## config.mk

```make
export PLATFORM = sky130hd
export DESIGN_NAME = fetch_unit
export DESIGN_NICKNAME = d
export VERILOG_FILES = /design/src/rtl/fetch_unit.sv
export SDC_FILE = /design/constraint.sdc
export NUM_CORES = 1
export LEC_CHECK = 0
export BUFFER_PORTS_ARGS = -buffer_cell sky130_fd_sc_hd__buf_2
export CORE_ASPECT_RATIO = 0.5
export CORE_MARGIN = 5
export CORE_UTILIZATION = 40
export DETAILED_ROUTE_END_ITERATION = 8
export PLACE_DENSITY = 0.6
export SLEW_MARGIN = 10
export SYNTH_ARGS = -nofsm -noshare
export SYNTH_HDL_FRONTEND = slang
export SYNTH_SLANG_ARGS = --single-unit
```

## constraint.sdc

```tcl
create_clock -name i_clk -period 5 [get_ports i_clk]
set_input_delay 1 -clock i_clk [delete_from_list [all_inputs] [get_ports i_clk]]
set_output_delay 1 -clock i_clk [all_outputs]
set_load 0.02 [all_outputs]
```

## src/rtl/fetch_unit.sv

```systemverilog
// fetch_unit: instruction-fetch front end for the pipelined core.
// Owns the fetch PC, issues word requests to the instruction memory with a
// req/ready handshake, buffers returned words in a DEPTH-entry prefetch
// queue, and presents the queue head to decode through a valid/ready
// handshake. Redirects flush the queue and discard in-flight data.
// A misaligned redirect target is not fetched; it is queued as a fault entry.
//
// Ports:
//   i_clk, i_rst        clock, synchronous active-high reset
//   o_mem_req           registered fetch request, held until i_mem_ready
//   o_mem_addr          registered word address of the request
//   i_mem_ready         single-cycle completion pulse, i_mem_data valid
//   i_mem_data          fetched instruction word
//   o_valid             queue head valid toward decode
//   o_instr, o_pc       head instruction and its PC
//   o_ex_inst_addr      head entry is a misaligned-fetch fault
//   i_ready             decode accepts the head
//   i_redirect          flush and restart fetch at i_redirect_pc
//   i_redirect_pc       redirect target
module fetch_unit #(
  parameter int unsigned     XLEN     = 32,
  parameter logic [XLEN-1:0] PC_RESET = '0,
  parameter int unsigned     DEPTH    = 4
) (
  input  logic            i_clk,
  input  logic            i_rst,
  output logic            o_mem_req,
  output logic [XLEN-1:0] o_mem_addr,
  input  logic            i_mem_ready,
  input  logic [XLEN-1:0] i_mem_data,
  output logic            o_valid,
  output logic [XLEN-1:0] o_instr,
  output logic [XLEN-1:0] o_pc,
  output logic            o_ex_inst_addr,
  input  logic            i_ready,
  input  logic            i_redirect,
  input  logic [XLEN-1:0] i_redirect_pc
);

  localparam int unsigned PTR_W = (DEPTH > 1) ? $clog2(DEPTH) : 1;
  localparam int unsigned CNT_W = $clog2(DEPTH) + 1;

  typedef enum logic [1:0] {
    ST_IDLE,
    ST_WAIT,
    ST_DROP,
    ST_HALT
  } state_t;

  state_t            state;
  logic [XLEN-1:0]   fetch_pc;
  logic              fault_pend;
  logic [PTR_W-1:0]  rd_ptr;
  logic [PTR_W-1:0]  wr_ptr;
  logic [CNT_W-1:0]  count;

  logic [XLEN-1:0]   q_pc    [DEPTH];
  logic [XLEN-1:0]   q_instr [DEPTH];
  logic              q_fault [DEPTH];

  logic              outstanding;
  logic              has_space;
  logic              misaligned;
  logic              push_data;
  logic              push_fault;
  logic              push;
  logic              pop;

  assign outstanding = (state == ST_WAIT) || (state == ST_DROP);
  assign has_space   = count < CNT_W'(DEPTH);
  assign misaligned  = |i_redirect_pc[1:0];

  // Redirect overrides every queue update in its cycle.
  assign push_data  = (state == ST_WAIT) && i_mem_ready && !i_redirect;
  assign push_fault = (state == ST_IDLE) && fault_pend && has_space && !i_redirect;
  assign push       = push_data || push_fault;
  assign pop        = o_valid && i_ready && !i_redirect;

  // Head outputs come straight from the queue; forced to zero when empty.
  assign o_valid        = (count != '0);
  assign o_instr        = o_valid ? q_instr[rd_ptr] : '0;
  assign o_pc           = o_valid ? q_pc[rd_ptr]    : '0;
  assign o_ex_inst_addr = o_valid ? q_fault[rd_ptr] : 1'b0;

  // Queue storage; contents are don't-care while the entry is not counted.
  always_ff @(posedge i_clk) begin
    if (!i_rst && push) begin
      q_pc[wr_ptr]    <= fetch_pc;
      q_instr[wr_ptr] <= push_fault ? '0 : i_mem_data;
      q_fault[wr_ptr] <= push_fault;
    end
  end

  // Fetch FSM, request outputs, fetch PC and queue bookkeeping.
  always_ff @(posedge i_clk) begin
    if (i_rst) begin
      state      <= ST_IDLE;
      fetch_pc   <= PC_RESET;
      fault_pend <= 1'b0;
      o_mem_req  <= 1'b0;
      o_mem_addr <= '0;
      rd_ptr     <= '0;
      wr_ptr     <= '0;
      count      <= '0;
    end else if (i_redirect) begin
      rd_ptr   <= '0;
      wr_ptr   <= '0;
      count    <= '0;
      fetch_pc <= i_redirect_pc;
      if (outstanding && !i_mem_ready) begin
        // Request still in flight: keep it up (address stable) and drop its data.
        state      <= ST_DROP;
        fault_pend <= misaligned;
      end else if (misaligned) begin
        state      <= ST_IDLE;
        o_mem_req  <= 1'b0;
        fault_pend <= 1'b1;
      end else begin
        // Nothing left in flight and the queue is empty: issue at once.
        state      <= ST_WAIT;
        o_mem_req  <= 1'b1;
        o_mem_addr <= {i_redirect_pc[XLEN-1:2], 2'b00};
        fault_pend <= 1'b0;
      end
    end else begin
      if (push) begin
        wr_ptr <= wr_ptr + PTR_W'(1);
      end
      if (pop) begin
        rd_ptr <= rd_ptr + PTR_W'(1);
      end
      case ({push, pop})
        2'b10:   count <= count + CNT_W'(1);
        2'b01:   count <= count - CNT_W'(1);
        default: count <= count;
      endcase

      case (state)
        ST_IDLE: begin
          if (fault_pend) begin
            if (has_space) begin
              fault_pend <= 1'b0;
              state      <= ST_HALT;
            end
          end else if (has_space) begin
            // Only IDLE issues, so count < DEPTH here reserves the slot.
            state      <= ST_WAIT;
            o_mem_req  <= 1'b1;
            o_mem_addr <= {fetch_pc[XLEN-1:2], 2'b00};
          end
        end
        ST_WAIT: begin
          if (i_mem_ready) begin
            fetch_pc  <= fetch_pc + XLEN'(4);
            o_mem_req <= 1'b0;
            state     <= ST_IDLE;
          end
        end
        ST_DROP: begin
          if (i_mem_ready) begin
            o_mem_req <= 1'b0;
            state     <= ST_IDLE;
          end
        end
        default: begin
          state <= ST_HALT;
        end
      endcase
    end
  end

endmodule

```

After elaboration in Yosys (flattened, before gate mapping). Memory sizes are Yosys's and may differ from the RTL's. A register that Yosys moved wholly into a read port is not among the register bits. Index checks and enable logic that the tools add are counted. W data, S select, Z words.

Bits in latches: 0. ROM bits: 0. Memories kept: 3. Output and inout port bits: 99. Flip-flop bits (word level): 75. Logic and storage cells: 99. Input bits: 69. Memory bits (writable): 260.

Memories: q_instr (words 4, bits a word 32, read ports 1, clocked after Yosys merged registers in 1, write ports 1, RTL line 58) `logic [XLEN-1:0] q_instr [DEPTH];`; q_pc (words 4, bits a word 32, read ports 1, clocked after Yosys merged registers in 1, write ports 1, RTL line 57) `logic [XLEN-1:0] q_pc [DEPTH];`; q_fault (words 4, bits a word 1, read ports 1, clocked after Yosys merged registers in 1, write ports 1, RTL line 59) `logic q_fault [DEPTH];`.

Shift operators: 0. Multiply operators: 0. Bitwise logic cells: 0. Add/sub/neg operators: 5. Reduce and logical (&&, ||, !) cells: 29. Muxes and demuxes: 43. Divide/modulo/power cells: 0. Equality and inequality tests: 10. Order comparisons: 1.

Operators with widths (count): $mux W32 (12); $add A32 B3 Y32 const B (1); $mux W2 (12); $mux W1 (16); $reduce_and A5 Y1 (2); $reduce_bool A2 Y1 (5); $logic_and A1 B1 Y1 (9); $ne A2 B2 Y1 const B (3); $ne A3 B3 Y1 const B (2); $pmux W3 S2 (1); $reduce_bool A3 Y1 (2); $reduce_or A2 Y1 (3); $add A2 B1 Y2 const B (2); $eq A2 B1 Y1 const B (2); $eq A2 B2 Y1 const B (2); $pmux W2 S2 (1); $reduce_and A2 Y1 (2); $add A3 B1 Y3 const B (1); $logic_not A1 Y1 (3); $lt A3 B3 Y1 const B (1); $ne A3 B1 Y1 const B (1); $sub A3 B1 Y3 const B (1); $logic_not A2 Y1 (1); $logic_or A1 B1 Y1 (2); $pmux W1 S2 (1).

Logic depth before layout (Yosys ltp). Gate-level depths: netlist of the first run.

Word-level depth: 8. Depth in mapped cells: 11. Depth with buffers taken out: 11.

Worst setup path before layout of the first run. OpenSTA, ideal clock, no wires.

Kind: input-to-reg. Start: input port i_mem_ready. End: memory q_fault[0] (enable). Setup slack: 1.142 ns. Required time: 4.570 ns. Setup time: 0.430 ns. Arrival: 3.428 ns. Path buffers: 1. Cell stages on the path: 6. Cell sequence: clkbuf_1 > nand2_1 > a21oi_1 > inv_1 > nor2_1 > and2_1.

Cells in the longest elaborated chain, start to end: 6.

RTL lines: from (decl) (RTL line 29) `input logic i_mem_ready,`; $logic_and A1 B1 Y1 (2 in series) (RTL line 74) `assign push_data = (state == ST_WAIT) && i_mem_ready && !i_redirect;`; $logic_or A1 B1 Y1 (RTL line 76) `assign push = push_data || push_fault;`; $logic_and A1 B1 Y1 (RTL line 87) `if (!i_rst && push) begin`; $mux W1 (RTL line 87); $mux W1 (not written as such) (RTL line 90) `q_fault[wr_ptr] <= push_fault;`; to (decl) (RTL line 59).

No other way between the ends.

==> results_dict.tcl, run 1 <==
set metrics [dict create \
    dr.pass1.iters 5 \
    root_buffer "clkbuf_16" \
    grt_start_max_net_pins 69 \
    ys_seq_elements 335 \
    post-route-cell-area_sq_um 16100 \
    port_buffers 165 \
    yosysUniqueCellTypes 52 \
    wl_per_cell_um 20.0 \
    crit_arrival_ps 2700 \
    critical_path_class "flip-flop to output port" \
    maxSlewHeadroom_pct 21.9 \
    finalHoldViolations 0 \
    postSynthCellCount 904 \
    cts_sinks 335 \
    avgSynthCellArea_sq_um 15.3 \
    p_per_area_nw_per_um2 370 \
    total_power_mw 5.96 \
    dpl.hpwl_mm 19.3 \
    grt_pass1_vias 8415 \
    rows 48 \
    insertion_delay_ps 570 \
    vias_per_cell 5.20 \
    synth_top_area_share_pct 56.4 \
    via_count 8050 \
    ir_drop_mv 0.226 \
    yosysSeqAreaShare_pct 67.3 \
    yosysTopAreaCell "edfxtp_1" \
    yosys_warnings 0 \
    die_w_um 273 \
    cts.clk_slew.worst_paths_ps 70 \
    ys.flop_type "edfxtp_1" \
    end_kind "output port" \
    antenna_found_initial 5 \
    die-area_sq_um 38700 \
    gp_congestion 0.819 \
    max_freq_mhz 270 \
    layout-drive-gt1-share_pct 27.4 \
    io_pins 168 \
    cts_buffers 31 \
    post_cts_buffers 0 \
    async_flop_share_pct 0 \
    fp.coreArea_sq_um 34300 \
    rsz0062_at_grt "false" \
    cts_resized 0 \
    leakage_nw 5.64 \
    path_max_fanout 33 \
    critPathLaunchType "flip-flop" \
    synth-edff-count 260 \
    finalCritPeriodShare_pct 74.1 \
    grt_remaining_overflow 0 \
    wl_mm 30.9 \
    ant_nets 0 \
    fin_nets 1127 \
    yosys-top-cells-area "edfxtp_1 (56%), dfxtp_1 (11%), mux4_2 (11%), and2_1 (3.3%), a211oi_1 (1.8%)" \
    syn2layout_area_growth_pct 16.3 \
    skew_ps 21.3 \
    dpl_cell_area_sq_um 15100 \
    grt_pass1_wl_mm 48.3 \
    tightestPinTransition_ps 1170 \
    cts.hold.buffers_added 0 \
    start_util_pct 40.4 \
    outcome "complete, no violations" \
    setup_violations 0 \
    synth_common_cells "edfxtp_1 (260), dfxtp_1 (75), and2_1 (72)" \
    setup_tns_ps 0 \
    die_height_um 142 \
    cap_violations 0 \
    drc 0 \
    num-fill-cells 2979 \
    first_iter_violations 447 \
    h-tree-depth 1 \
    hp-class "flip-flop to flip-flop" \
    cts_tree "done" \
    cts_buffer_depth 3 \
    grt_usage_pct 15.8 \
    yosysMostFrequentCell "edfxtp_1" \
    layout_min_cycle_time_ps 3700 \
    netlist_area_sq_um 13800 \
    cp.required_ps 4000 \
    drv_slew 0 \
]
[kinds of logic after synthesis]
| family | share of synthesized area [%] |
|---|---|
| other | 0.0271 |
| and+or+nand+nor | 10.9 |
| AOI/OAI and AO/OA | 5.41 |
| adders and majority gates | 0.868 |
| xor gates and xnor gates | 1.01 |
| muxes | 12.2 |
| DFF | 67.3 |
| buffers and inverters | 2.36 |
[flip-flops by register name (all words and copies together), names as in the netlist, named ones only]
name and cells:
count 3, fault_pend 1, fetch_pc 32, o_mem_addr 30
o_mem_req 1, q_fault 4, q_instr 128, q_pc 128
rd_ptr 2, state 2, wr_ptr 2
[routing by layer]
layer / global-route usage (%) / vias to the layer above / routed length, um
met5: 0 / - / 46
met4: 3.66 / 8 / 674
met3: 3.45 / 45 / 1450
met2: 27.5 / 143 / 15500
met1: 20.7 / 4081 / 13300
li1: - / 3773 / -
[power breakdown]
part,total (mW),switching (mW),internal [mW]
combinational,0.463,0.290,0.173
sequential,3.17,0.0804,3.09
clock,2.32,1.00,1.32
total,5.96,1.37,4.58
[placed cells by master, fill, tap and decap left out, drive strengths merged, types with 9 or more instances in the layout]
cell    count
nor2       68
a21oi      19
clkbuf     42
inv        23
mux2i      21
nor2b      39
a211oi     34
mux4       65
edfxtp    260
dfxtp      75
and2       72
and4       10
nand2      26
a311oi     17
buf       171
xnor2       9
nand4      10
clkinv     10
nand3       9
nor4       10
o21ai       9
[worst max-delay path: stages, from the launching register on]
cell	delay (ps)
dfxtp_4	820
buf_12	360
mux4_2	530
and2_1	200
buf_2	170
[worst paths after layout]
check | to | from | cells after the start | slack, ps
worst max-delay path | o_pc[21] | flip-flop | 4 | 1300
worst min-delay path | o_mem_addr[4]$_SDFFE_PP0P_ | o_mem_addr[4]$_SDFFE_PP0P_ | 2 | 500
worst max register to register | count[2]$_SDFFE_PP0P_ | count[2]$_SDFFE_PP0P_ | 8 | 1960
worst min register to register | o_mem_addr[4]$_SDFFE_PP0P_ | o_mem_addr[4]$_SDFFE_PP0P_ | 2 | 500
[final cells by class]
class	count	area, sq um	share of cell area [%]
Inverter	22	82.6	0.513
Multi-Input combinational cell	488	4230	26.2
Sequential cell	335	9320	57.9
Tap cell	475	594	3.69
Timing Repair Buffer	171	883	5.49
Antenna cell	1	2.50	0.0155
Clock buffer	42	872	5.42
Clock inverter	15	125	0.777
[per-stage QoR]
| stage | cells | setup slack (ps) | util (%) | hold slack, ps |
|---|---|---|---|---|
| finish | 1549 | 1300 | 47.0 | 495 |
| floorplan | 905 | 1140 | - | 459 |
| global placement | 1491 | 1640 | 44.0 | 477 |
| detailed placement | 1491 | 1600 | 44.0 | 489 |
| global route | 1549 | 1070 | 47.0 | 520 |
| CTS | 1548 | 1180 | 46.9 | 498 |
No activity file was read; power rests on OpenSTA's default activity.
==> run 2, diff against run 1 <==
ABC_AREA = 1   (was unset)
clock period = 3.8 ns   (was 5 ns; I/O delays follow)
==> run 2 against run 1 <==
  * Core utilization barely moved
  * Cell count rose by 37%
  * Worst setup slack got worse by 830 ps
  * Critical endpoint is now o_instr[15]
  * Critical path type unchanged
  * Highest routed layer is now met4
  * Design area rose by 4.1%
  * Largest power group unchanged
==> results_dict.tcl, run 2 <==
set metrics [dict create \
    antenna_found_initial 0 \
    fp.coreArea_sq_um 35700 \
    cap_violations 0 \
    io_pins 168 \
    critical_path_class "flip-flop to output port" \
    dr.pass1.iters 5 \
    grt_remaining_overflow 0 \
    yosysSeqAreaShare_pct 64.9 \
    skew_ps 32.3 \
    yosys-top-cells-area "edfxtp_1 (54%), dfxtp_1 (10%), nor2_1 (9.2%), o21ai_0 (5.7%), a21oi_1 (4.9%)" \
    p_per_area_nw_per_um2 487 \
    cell_internal_pwr_mw 6.08 \
    cts_sinks 335 \
    port_buffers 165 \
    cts_buffer_depth 3 \
    yosys_warnings 0 \
    max_freq_mhz 300 \
    synth_common_cells "nor2_1 (352), edfxtp_1 (260), nand2_1 (166)" \
    root_buffer "clkbuf_16" \
    ys_seq_elements 335 \
    drv_slew 0 \
    ir_drop_mv 0.209 \
    switching_power_mw 2.08 \
    fin_nets 1692 \
    rsz0062_at_grt "false" \
    cts.clk_slew.worst_paths_ps 70 \
    preCtsSetupSlack_ps 932 \
    pwr-share-clk_pct 37.9 \
    layout_min_cycle_time_ps 3330 \
    final_common_cell "nor2_1" \
    ant_nets 0 \
    finalCritPeriodShare_pct 87.7 \
    yosysMostFrequentCell "nor2_1" \
    via_count 10478 \
    ys.flop_type "edfxtp_1" \
    drc 0 \
    setup_tns_ps 0 \
    final_cell_mix "nor2_1 (348), edfxtp_1 (260), nand2_1 (166)" \
    leakage_nw 6.56 \
    grt_pass1_vias 10151 \
    largest_registers "q_instr (128), q_pc (128), fetch_pc (32)" \
    netlist_area_sq_um 14400 \
    end_kind "output port" \
    rows 49 \
    wl_mm 35.9 \
    grt_pass1_wl_mm 55.7 \
    vias_per_cell 4.94 \
    cts_buffers 31 \
    seqPwrFrac_pct 51.8 \
    h-tree-depth 1 \
    async_flop_share_pct 0 \
    grt_start_max_net_pins 67 \
    postSynthCellCount 1472 \
    die-area_sq_um 40000 \
    yosysTopAreaCell "edfxtp_1" \
    outcome "complete, no violations" \
    fin_ws_ps 467 \
    diodes 0 \
    post_cts_buffers 0 \
    cts_tree "done" \
    power_frac_comb_pct 10.3 \
    dpl.hpwl_mm 22.1 \
    synth_top_area_share_pct 54.4 \
    cts.hold.buffers_added 0 \
    yosysUniqueCellTypes 34 \
    crit_arrival_ps 2570 \
    insertion_delay_ps 590 \
    grt_usage_pct 17.4 \
    layout-drive-gt1-share_pct 15.7 \
    critPathLaunchType "flip-flop" \
    swShare_pct 25.5 \
    wl_per_cell_um 16.9 \
    gp_congestion 0.845 \
    synth-edff-count 260 \
    avgSynthCellArea_sq_um 9.75 \
    hp-class "flip-flop to flip-flop" \
    syn2layout_area_growth_pct 16.8 \
    path_max_fanout 60 \
    cp.required_ps 3040 \
    maxSlewHeadroom_pct 39.4 \
    finalHoldViolations 0 \
    die_height_um 144 \
    first_iter_violations 744 \
    cts_resized 0 \
    tightestPinTransition_ps 909 \
    setup_violations 0 \
    die_w_um 278 \
    start_util_pct 40.2 \
    num-fill-cells 3348 \
]
==> run 2: path summary, 6_finish.rpt <==
kind | start | endpoint | slack (ps) | depth (start not counted)
hold reg to reg | rd_ptr[1]$_SDFFE_PP0P_ | flip-flop | 470 | 2
setup reg to reg | state[1]$_SDFFE_PP0P_ | q_instr[1][31]$_DFFE_PP_ | 1370 | 9
hold / removal | rd_ptr[1]$_SDFFE_PP0P_ | flip-flop | 470 | 2
setup / recovery | flip-flop | o_instr[15] | 470 | 6
==> run 2: layout make-up <==
type	instances	area [sq um]	share of cell area [%]
Clock buffer	35	791	4.72
Tap cell	484	606	3.61
Sequential cell	335	9310	55.6
Inverter	115	433	2.58
Timing Repair Buffer	189	1090	6.53
Clock inverter	23	206	1.23
Multi-Input combinational cell	942	4310	25.7
==> run 2: kinds of logic after synthesis <==
| group | count (synthesis) | synth area share [%] |
|---|---|---|
| compound gates | 359 | 12.9 |
| xor+xnor | 6 | 0.366 |
| fa+ha+maj | 9 | 0.837 |
| buf+inv | 196 | 5.41 |
| flops | 335 | 64.9 |
| other cells | 1 | 0.0261 |
| simple gates | 566 | 15.5 |
==> run 2: critical path: stages, from the launching register on <==
cell	delay, ps
dfxtp_4	560
buf_4	610
nor2_1	110
nor2_1	100
o21ai_0	90
a21oi_1	240
buf_2	210
==> run 2: power groups by stage <==
stage	combinational, mW	clock, mW	sequential (mW)
CTS	0.855	3.15	4.22
finish	0.840	3.10	4.22
global placement	0.849	0	4.30
detailed placement	0.850	0	4.30
floorplan	0.477	0	4.33
global route	0.947	3.32	4.24
==> run 2: layer usage <==
layer	GRT usage, %	vias to the layer above	wire length [um]
met5	0	-	0
met4	3.30	0	555
met3	3.12	46	1730
met2	29.7	201	17000
met1	24.0	4954	16700
li1	-	5277	-
==> run 2: per-stage QoR <==
step                utilization, %  instance area (sq um)  std cells  power [mW]  hold slack, ps
finish                        47.0                  16800       2123        8.16             465
detailed placement            44.2                  15800       2065        5.15             451
global placement              44.2                  15800       2065        5.15             449
CTS                           47.0                  16800       2123        8.23             457
floorplan                        -                  14400       1473        4.81             436
global route                  47.0                  16800       2123        8.51             475
==> run 3, diff against run 2 <==
ABC_AREA = unset   (was 1)
BUFFER_PORTS_ARGS = -buffer_cell sky130_fd_sc_hd__buf_4   (was -buffer_cell sky130_fd_sc_hd__buf_2)
SETUP_SLACK_MARGIN = 0.05   (was unset)
==> run 3 against run 2 <==
  * Total power shrank 4.4%
  * Clock power shrank 5%
  * Largest power group unchanged
  * Global-route usage shrank 1.0 points
  * Design area shrank 0.80%
  * Combinational power shrank 19%
  * Worst setup slack gained 35 ps
  * Clock-buffer cell count grew 6
  * First-iteration DRC count shrank 25%
  * Sequential share of layout area grew 0.46 points
  * Cell count shrank 27%
==> results_dict.tcl, run 3 (synthesis results as in run 1) <==
set metrics [dict create \
    finalHoldViolations 0 \
    outcome "complete, no violations" \
    die-area_sq_um 38700 \
    setup_violations 0 \
    cap_violations 0 \
    die_w_um 273 \
    grt_start_max_net_pins 73 \
    dp.cells 1507 \
    final_cell_mix "edfxtp_1 (260), buf_4 (182), dfxtp_1 (73)" \
    io_pins 168 \
    maxSlewHeadroom_pct 45.9 \
    cp.required_ps 3040 \
    rows 48 \
    total_power_mw 7.80 \
    grt_remaining_overflow 0 \
    die_height_um 142 \
    ir_drop_mv 0.305 \
    skew_ps 29.0 \
    layout_min_cycle_time_ps 3300 \
    critPathLaunchType "flip-flop" \
    ant_nets 0 \
    stdcell_count 1560 \
    layout-drive-gt1-share_pct 28.0 \
    grt_pass1_vias 8603 \
    cts_tree "done" \
    port_buffers 165 \
    p_per_area_nw_per_um2 469 \
    insertion_delay_ps 570 \
    leakage_nw 5.77 \
    cts_buffers 30 \
    fin_ws_ps 501 \
    tightestPinTransition_ps 805 \
    cts.clk_slew.worst_paths_ps 70 \
    post_cts_buffers 0 \
    post-route-cell-area_sq_um 16600 \
    critical_path_class "flip-flop to output port" \
    diodes 0 \
    crit_path_cell_trace "buf_4 -> mux4_2 -> and2_1 -> buf_4" \
    fin_util_pct 48.5 \
    wl_mm 32.1 \
    h-tree-depth 1 \
    dpl.hpwl_mm 21.2 \
    final_common_cell "edfxtp_1" \
    cts_resized 0 \
    wl_per_cell_um 20.6 \
    drv_slew 0 \
    preCtsSetupSlack_ps 886 \
    dr.pass1.iters 5 \
    setup_tns_ps 0 \
    largest_registers "q_instr (128), q_pc (128), fetch_pc (32)" \
    grt_usage_pct 16.4 \
    holdWs_ps 435 \
    end_kind "output port" \
    rsz0062_at_grt "false" \
    slowest_stage "dfxtp_4" \
    slowest_delay_ps 690 \
    fp.coreArea_sq_um 34300 \
    path_common_cell "buf_4" \
    cts_buffer_depth 3 \
    crit_arrival_ps 2540 \
    finalCritPeriodShare_pct 86.8 \
    dpl_cell_area_sq_um 15700 \
    fin_nets 1142 \
    grt_pass1_wl_mm 49.8 \
    hp-class "input pin to flip-flop" \
    root_buffer "clkbuf_16" \
    cts.hold.buffers_added 0 \
    drc 0 \
    cts_sinks 335 \
    start_util_pct 40.4 \
    vias_per_cell 5.25 \
    path_max_fanout 25 \
    syn2layout_area_growth_pct 20.1 \
    first_iter_violations 556 \
    max_freq_mhz 303 \
    gp_congestion 0.805 \
    via_count 8190 \
    antenna_found_initial 0 \
]
## run 3: changes by cell type in the layout (fill, tap and decap cells not counted), sizes merged, moves of 14 or more
cell and delta:
nand2 -140, and2 +71, a311oi +17, a21oi -122, mux2i +21, o21ai -171, a211oi +32, inv -95
nand3 -14, mux4 +65, nor2b +39, a31oi -27, nor2 -290
## run 3: worst paths after layout
check | from | to | slack [ps] | cells after the start
setup reg to reg | state[1]$_SDFFE_PP0P_ | q_instr[1][3]$_DFFE_PP_ | 1080 | 8
setup / recovery | flip-flop | o_instr[8] | 500 | 4
hold / removal | i_redirect_pc[2] | fetch_pc[2]$_SDFFE_PP0P_ | 430 | 3
hold reg to reg | wr_ptr[1]$_SDFFE_PP0P_ | wr_ptr[1]$_SDFFE_PP0P_ | 500 | 2
## run 3: metal layers
layer  track usage, %  vias to the layer above  wire length (um)
met3             3.16                       29              1380
met4             3.16                        0               461
met5                0                        -                 0
met1             22.2                     4221             14200
li1                 -                     3806                 -
met2             28.1                      134             16000
## run 3: area by class of cell
type | count | area (sq um)
fill | 2972 | 17700
sequential | 335 | 9320
multi-input combinational | 488 | 4230
timing repair buffer | 187 | 1470
clock buffer | 41 | 833
tap | 475 | 594
clock inverter | 12 | 104
inverter | 22 | 82.6
## run 3: worst max-delay path, delay by kind of cell (launching register included)
| kind | cells | cell delay [ps] |
|---|---|---|
| and+or+nand+nor | 1 | 200 |
| DFF | 1 | 690 |
| muxes | 1 | 520 |
| buffers and inverters | 2 | 540 |
## run 3: where the power goes
| group | switching, mW | internal, mW |
|---|---|---|
| Combinational | 0.388 | 0.290 |
| Clock | 1.28 | 1.66 |
| Sequential | 0.112 | 4.07 |
